<file path="config.mk">
export PLATFORM = sky130hd
export DESIGN_NAME = dbus_wb_master_flat
export DESIGN_NICKNAME = d
export VERILOG_FILES = /design/src/rtl/dbus_wb_master_if.sv /design/src/rtl/dbus_wb_master.sv /design/src/flat_wrapper.sv
export SDC_FILE = /design/constraint.sdc
export NUM_CORES = 1
export LEC_CHECK = 0
export CORE_MARGIN = 2
export CORE_UTILIZATION = 45
export DETAILED_ROUTE_END_ITERATION = 8
export PLACE_DENSITY_LB_ADDON = 0.25
export SYNTH_ARGS = -nofsm -noshare
export SYNTH_HDL_FRONTEND = slang
export SYNTH_SLANG_ARGS = --single-unit
</file>
<file path="constraint.sdc">
create_clock -name wb_clk_i -period 5.3 [get_ports wb_clk_i]
set_input_delay 0.795 -clock wb_clk_i [delete_from_list [all_inputs] [get_ports wb_clk_i]]
set_output_delay 0.795 -clock wb_clk_i [all_outputs]
set_load 0.005 [all_outputs]
</file>
<file path="src/rtl/dbus_wb_master_if.sv">
// Wishbone B4 classic single-master bus bundle between the data-bus bridge
// and the peripheral fabric slave port.
interface dbus_wb_master_if;
  logic        wbm_cyc_o;
  logic        wbm_stb_o;
  logic        wbm_we_o;
  logic [3:0]  wbm_sel_o;
  logic [31:0] wbm_adr_o;
  logic [31:0] wbm_dat_o;
  logic [31:0] wbm_dat_i;
  logic        wbm_ack_i;
  logic        wbm_err_i;

  modport master (
    output wbm_cyc_o, wbm_stb_o, wbm_we_o, wbm_sel_o, wbm_adr_o, wbm_dat_o,
    input  wbm_dat_i, wbm_ack_i, wbm_err_i
  );

  modport slave (
    input  wbm_cyc_o, wbm_stb_o, wbm_we_o, wbm_sel_o, wbm_adr_o, wbm_dat_o,
    output wbm_dat_i, wbm_ack_i, wbm_err_i
  );
endinterface

</file>
<file path="src/rtl/dbus_wb_master.sv">
// Core data-bus to Wishbone classic bridge: one single-beat cycle per core
// request, with a watchdog that turns a silent slave into an err pulse.
module dbus_wb_master #(
  parameter int unsigned TIMEOUT_CYCLES = 255
) (
  input  logic                 wb_clk_i,
  input  logic                 rstn,
  input  logic                 stb,
  input  logic [3:0]           we,
  input  logic [31:0]          addr,
  input  logic [31:0]          wdata,
  output logic [31:0]          rdata,
  output logic                 ack,
  output logic                 err,
  output logic                 busy,
  dbus_wb_master_if.master     wb
);

  typedef enum logic {IDLE, BUS} state_t;

  localparam bit        TO_EN   = (TIMEOUT_CYCLES != 0);
  localparam logic [15:0] TO_LAST = TO_EN ? 16'(TIMEOUT_CYCLES - 1) : 16'd0;

  state_t      state_reg, state_next;
  logic [15:0] cnt_reg, cnt_next;
  logic [31:0] rdata_reg, adr_reg, dat_reg;
  logic [3:0]  sel_reg, sel_req;
  logic        cyc_reg, we_o_reg, ack_reg, err_reg;
  logic        accept, done_ack, done_err, timeout_hit;
  logic        unused_addr;

  // Sub-word alignment is carried entirely by the byte enables.
  assign unused_addr = ^addr[1:0];

  // Reads fetch the full word; writes select only the enabled lanes.
  for (genvar gi = 0; gi < 4; gi++) begin : g_sel
    assign sel_req[gi] = (|we) ? we[gi] : 1'b1;
  end

  assign timeout_hit = TO_EN && (cnt_reg == TO_LAST);

  always_comb begin
    state_next = state_reg;
    cnt_next   = cnt_reg;
    accept     = 1'b0;
    done_ack   = 1'b0;
    done_err   = 1'b0;
    case (state_reg)
      IDLE: begin
        if (stb) begin
          accept     = 1'b1;
          cnt_next   = 16'd0;
          state_next = BUS;
        end
      end
      BUS: begin
        // A slave termination in the final watchdog cycle still wins.
        if (wb.wbm_err_i) begin
          done_err   = 1'b1;
          state_next = IDLE;
        end else if (wb.wbm_ack_i) begin
          done_ack   = 1'b1;
          state_next = IDLE;
        end else if (timeout_hit) begin
          done_err   = 1'b1;
          state_next = IDLE;
        end else begin
          cnt_next = cnt_reg + 16'd1;
        end
      end
      default: state_next = IDLE;
    endcase
  end

  always_ff @(posedge wb_clk_i or negedge rstn) begin
    if (!rstn) begin
      state_reg <= IDLE;
      cnt_reg   <= 16'd0;
      rdata_reg <= 32'd0;
      adr_reg   <= 32'd0;
      dat_reg   <= 32'd0;
      sel_reg   <= 4'd0;
      cyc_reg   <= 1'b0;
      we_o_reg  <= 1'b0;
      ack_reg   <= 1'b0;
      err_reg   <= 1'b0;
    end else begin
      state_reg <= state_next;
      cnt_reg   <= cnt_next;
      ack_reg   <= done_ack;
      err_reg   <= done_err;
      if (accept) begin
        adr_reg  <= {addr[31:2], 2'b00};
        dat_reg  <= wdata;
        sel_reg  <= sel_req;
        we_o_reg <= |we;
        cyc_reg  <= 1'b1;
      end
      if (done_ack || done_err) begin
        cyc_reg  <= 1'b0;
        we_o_reg <= 1'b0;
        sel_reg  <= 4'd0;
      end
      if (done_ack && !we_o_reg) begin
        rdata_reg <= wb.wbm_dat_i;
      end
    end
  end

  assign rdata        = rdata_reg;
  assign ack          = ack_reg;
  assign err          = err_reg;
  assign busy         = (state_reg == BUS);
  assign wb.wbm_cyc_o = cyc_reg;
  assign wb.wbm_stb_o = cyc_reg;
  assign wb.wbm_we_o  = we_o_reg;
  assign wb.wbm_sel_o = sel_reg;
  assign wb.wbm_adr_o = adr_reg;
  assign wb.wbm_dat_o = dat_reg;

endmodule

</file>
<file path="src/flat_wrapper.sv">
// flat-port wrapper written by rule: the top's interface ports become plain ports
module dbus_wb_master_flat 
#(
  parameter int unsigned TIMEOUT_CYCLES = 255
)
  (wb_clk_i, rstn, stb, we, addr, wdata, rdata, ack, err, busy, wb_wbm_cyc_o, wb_wbm_stb_o, wb_wbm_we_o, wb_wbm_sel_o, wb_wbm_adr_o, wb_wbm_dat_o, wb_wbm_dat_i, wb_wbm_ack_i, wb_wbm_err_i);
  dbus_wb_master_if wb_i ();
  input  logic wb_clk_i;
  input  logic rstn;
  input  logic stb;
  input  logic [3:0] we;
  input  logic [31:0] addr;
  input  logic [31:0] wdata;
  output logic [31:0] rdata;
  output logic ack;
  output logic err;
  output logic busy;
  output wire logic [$bits(wb_i.wbm_cyc_o)-1:0] wb_wbm_cyc_o;
  output wire logic [$bits(wb_i.wbm_stb_o)-1:0] wb_wbm_stb_o;
  output wire logic [$bits(wb_i.wbm_we_o)-1:0] wb_wbm_we_o;
  output wire logic [$bits(wb_i.wbm_sel_o)-1:0] wb_wbm_sel_o;
  output wire logic [$bits(wb_i.wbm_adr_o)-1:0] wb_wbm_adr_o;
  output wire logic [$bits(wb_i.wbm_dat_o)-1:0] wb_wbm_dat_o;
  input wire logic [$bits(wb_i.wbm_dat_i)-1:0] wb_wbm_dat_i;
  input wire logic [$bits(wb_i.wbm_ack_i)-1:0] wb_wbm_ack_i;
  input wire logic [$bits(wb_i.wbm_err_i)-1:0] wb_wbm_err_i;
  assign wb_wbm_cyc_o = wb_i.wbm_cyc_o;
  assign wb_wbm_stb_o = wb_i.wbm_stb_o;
  assign wb_wbm_we_o = wb_i.wbm_we_o;
  assign wb_wbm_sel_o = wb_i.wbm_sel_o;
  assign wb_wbm_adr_o = wb_i.wbm_adr_o;
  assign wb_wbm_dat_o = wb_i.wbm_dat_o;
  assign wb_i.wbm_dat_i = wb_wbm_dat_i;
  assign wb_i.wbm_ack_i = wb_wbm_ack_i;
  assign wb_i.wbm_err_i = wb_wbm_err_i;
  dbus_wb_master #(.TIMEOUT_CYCLES(TIMEOUT_CYCLES)) u_core (.wb_clk_i(wb_clk_i), .rstn(rstn), .stb(stb), .we(we), .addr(addr), .wdata(wdata), .rdata(rdata), .ack(ack), .err(err), .busy(busy), .wb(wb_i));
endmodule
</file>
# Yosys cells after proc, flatten, opt, wreduce, memory -nomap -nowiden
# Cells that the tools add are included.
# word_totals
regBits,119
input_bits,105
output_inout_bits,106
# classes
add_sub_neg,1
n_eq_ne,5
muxes,28
bitwise,1
reduce_logical,6
# op_table
cell,n
16-bit 2-to-1 mux,4
16-bit case mux with 2 select lines,1
1-bit 2-to-1 mux,20
16-bit by 1-bit adder with 16-bit output (second input constant),1
16-bit by 8-bit equality test with 1-bit output (second input constant),1
4-bit 2-to-1 mux,2
2-bit != test (second input constant),4
4-bit AND reduction,1
4-bit OR reduction,1
1-bit case mux with 2 select lines,1
2-bit nonzero test,1
1-bit logical AND,1
1-bit zero test,1
1-bit logical OR,1
1-bit NOT,1

# Longest topological paths before layout
# depth
word_depth,7
mapped_depth,9
depth_no_buf,7

# Worst setup path before layout
# Ideal clock, no wire load.
# synth_timing
path_kind,input-to-reg
startpoint,input wb_wbm_err_i
endpoint,register u_core.cnt_reg[3]
setup_time_ns,0.127
arrival_time_ns,1.900
t_required_ns,5.173
path_slack_ns,3.272
stages,5
n_path_buf,0
path_cell_list,nor3b_1 -> nand3_1 -> or3b_2 -> nand3_1 -> o21ai_0
# synth_between
elab_chain_len,2
# synth_rtl
element,line_no,source
start: declaration,flat_wrapper.sv:26,input wire logic [$bits(wb_i.wbm_err_i)-1:0] wb_wbm_err_i;
2-bit != test (no source line),--,
4-bit AND reduction (no source line),--,
end signal: assignment,dbus_wb_master.sv:89,cnt_reg <= cnt_next;
end: declaration,dbus_wb_master.sv:25,"logic [15:0] cnt_reg, cnt_next;"
# Every way passes these cells.
# A chain may end at the register's enable or synchronous reset.

# Worst setup path in the final report
# layout_timing
startpoint,register u_core.state_reg (netlist: u_core.busy)
endpoint,output busy
# layout_lines
element,line_no,source
start: declaration,dbus_wb_master.sv:24,"state_t state_reg, state_next;"
start signal: assignment,dbus_wb_master.sv:88,state_reg <= state_next;
end: declaration,flat_wrapper.sv:17,output logic busy;
# No word-level cell between the ends.

==> flow_metrics.env <==
export IMPL_path_clk_slew_ns=0.06
export IMPL_synth_edf_count=0
export IMPL_final_setup_skew_ns=0.003995
export IMPL_drtIter0Drc=269
export IMPL_antenna_found_initial=0
export IMPL_io_buffers=206
export IMPL_multi_input_area_mm2=0.001654
export IMPL_drt_wirelength_per_cell_um=15.65
export IMPL_vias=3936
export IMPL_nNetsFinal=761
export IMPL_syn_to_final_growth_pct=58.61
export IMPL_fillers=692
export IMPL_grt_pass1_wl_um=20060
export IMPL_critPathMaxFanout=7
export IMPL_yosys_top_cells_area="dfrtp_1 63%, nand2_1 15%, mux2_2 7.6%"
export IMPL_slew_viol_final=0
export IMPL_final_common_cell="clkdlybuf4s50_1"
export IMPL_gp_congestion=0.7899
export IMPL_grt_pass1_vias=3964
export IMPL_cts_sinks=119
export IMPL_tns_ns=0
export IMPL_ys_warn_count=0
export IMPL_dpl_hpwl_um=8790
export IMPL_post_route_period_util=0.4538
export IMPL_fmaxAchievable_mhz=415.8
export IMPL_core_area_mm2=0.01028
export IMPL_synth_distinct_cells=39
export IMPL_worstSetupEndpointType="output port"
export IMPL_ctsResizeCount=0
export IMPL_whs_ns=0.4106
export IMPL_critPathBufInv=1
export IMPL_synth_flop_cell="dfrtp_1"
export IMPL_critPathSlowestCell="clkdlybuf4s50_1"
export IMPL_cts_buffers_inserted=17
export IMPL_regArea_mm2=0.002978
export IMPL_cp_required_ns=4.51
export IMPL_finalWirelength_um=12570
export IMPL_rsz0062_at_grt="false"
export IMPL_synth_top_area_frac=0.6258
export IMPL_die_y_um=106.8
export IMPL_htree_levels=4
export IMPL_grt_usage=0.2283
export IMPL_clkLatencyLatePin_ns=0.51
export IMPL_start_kind="register"
export IMPL_seq_area_frac_synth=0.6258
export IMPL_leakage_nw=3.435
export IMPL_finalWorstPathRequiredPeriod_ns=2.405
export IMPL_antenna_left=0
export IMPL_layout_common_cells="205 x clkdlybuf4s50_1, 192 x nand2_1, 119 x dfrtp_1"
export IMPL_start_util=0.4630
export IMPL_finalHoldViolCount=0
export IMPL_status="finished, final reports clean"
export IMPL_p_per_area_mw_per_mm2=414.8
export IMPL_synth_area_mm2=0.004758
export IMPL_die_area_mm2=0.01141
export IMPL_ys_seq_elements=119
export IMPL_hold_path_class="in -> async"
export IMPL_crit_chain="clkdlybuf4s50_1"
export IMPL_setup_viol=0
export IMPL_tightest_slew_ns=0.9003
export IMPL_vdd_ir_drop_worst_uv=248.7
export IMPL_critical_path_arrival_ns=1.61
export IMPL_maxCapViolCount=0
export IMPL_syn_area_per_cell_um2=10.57
export IMPL_ys_async_sr_fraction=1.000
export IMPL_grt_start_max_net_pins=74
export IMPL_syn_inst=450
export IMPL_post_cts_buffers=0
export IMPL_rows=37
export IMPL_io_pins=211
export IMPL_root_buffer="clkbuf_8"
export IMPL_drc=0
export IMPL_overflow=0
export IMPL_yosys_area_top_type="dfrtp_1"
export IMPL_cts_tree="yes"
export IMPL_drive_gt1_frac=0.1214
export IMPL_cts_hold_buf=0
export IMPL_cts_max_path_buffers=2
export IMPL_die_w_um=106.8
export IMPL_relSlewSlack=0.3998
export IMPL_cp_top_family="buffers and inverters"
export IMPL_viasPerCell=4.902
export IMPL_crit_type="reg -> out"
export IMPL_n_antenna_cell=0
export IMPL_cpPeakStageDelay_ns=0.59
export IMPL_drt_pass1_iter_count=5
## cell families (layout without fill, tap and decap cells)
family / after synthesis / in the layout / synth area share
compound gates: 16 / 16 / 0.02708
xor+xnor: 11 / 11 / 0.02025
fa+ha+maj: 2 / 2 / 0.005258
buf+inv: 28 / 244 / 0.02997
flops: 119 / 119 / 0.6258
mux: 32 / 32 / 0.07573
other cells: 1 / 2 / 0.0007881
simple gates: 241 / 241 / 0.2151
## Yosys cell counts, types with 3 or more instances
cell type / number
dfrtp_1: 119
nor3b_1: 3
buf_6: 3
nor2_1: 12
o221a_2: 4
o21ai_0: 4
nor3_1: 6
nor2b_1: 3
buf_4: 3
mux2_2: 32
clkbuf_1: 16
and4_1: 4
xnor2_1: 11
nand3_1: 7
nand2_1: 192
buf_2: 3
## where the power goes
part	switching [mW]	total, mW	internal (mW)
registers	0.0984	1.19	1.09
logic	0.240	0.712	0.472
clock network	0.398	1.23	0.834
## layout make-up
class,instances,share of cell area
Clock inverter,12,0.02636
Tap cell,136,0.02255
Sequential cell,119,0.3946
Timing Repair Buffer,211,0.2779
Clock buffer,20,0.05902
Multi-Input combinational cell,304,0.2192
Inverter,1,0.0004973
## final timing paths
path / endpoint / from / cells past startpoint / slack [ns]
min in group wb_clk_i: u_core.wb.wbm_dat_o[9] / u_core.wb.wbm_dat_o[9] / 2 / 0.47
setup / recovery: busy / u_core.busy / 1 / 2.90
hold / removal: u_core.wb.wbm_dat_o[14] / rstn / 1 / 0.41
setup reg to reg: u_core.wb.wbm_sel_o[0] / u_core.busy / 3 / 3.29
hold reg to reg: u_core.wb.wbm_dat_o[9] / u_core.wb.wbm_dat_o[9] / 2 / 0.47
max in group asynchronous: u_core.wb.wbm_sel_o[3] / rstn / 2 / 3.73
## metal layers
metal | part of all wire | wire [um] | global-route usage
met4 | 0.021 | 267 | 0.08071
met2 | 0.50 | 6241 | 0.3803
met3 | 0.084 | 1060 | 0.08693
met1 | 0.40 | 4996 | 0.2710
met5 | 0 | 0 | 0
## stage by stage
step,instance area (um^2),setup slack [ns],util,power [mW],instances
6_report,7547,2.895,0.7344,3.130,803
5_1_grt,7547,2.800,0.7344,3.279,803
4_1_cts,7547,2.852,0.7344,3.163,803
3_5_place_dp,6903,2.459,0.6717,1.918,771
3_3_place_gp,6903,2.484,0.6717,1.893,771
2_1_floorplan,4762,3.272,-,1.401,451
(Power assumes the default switching activity.)
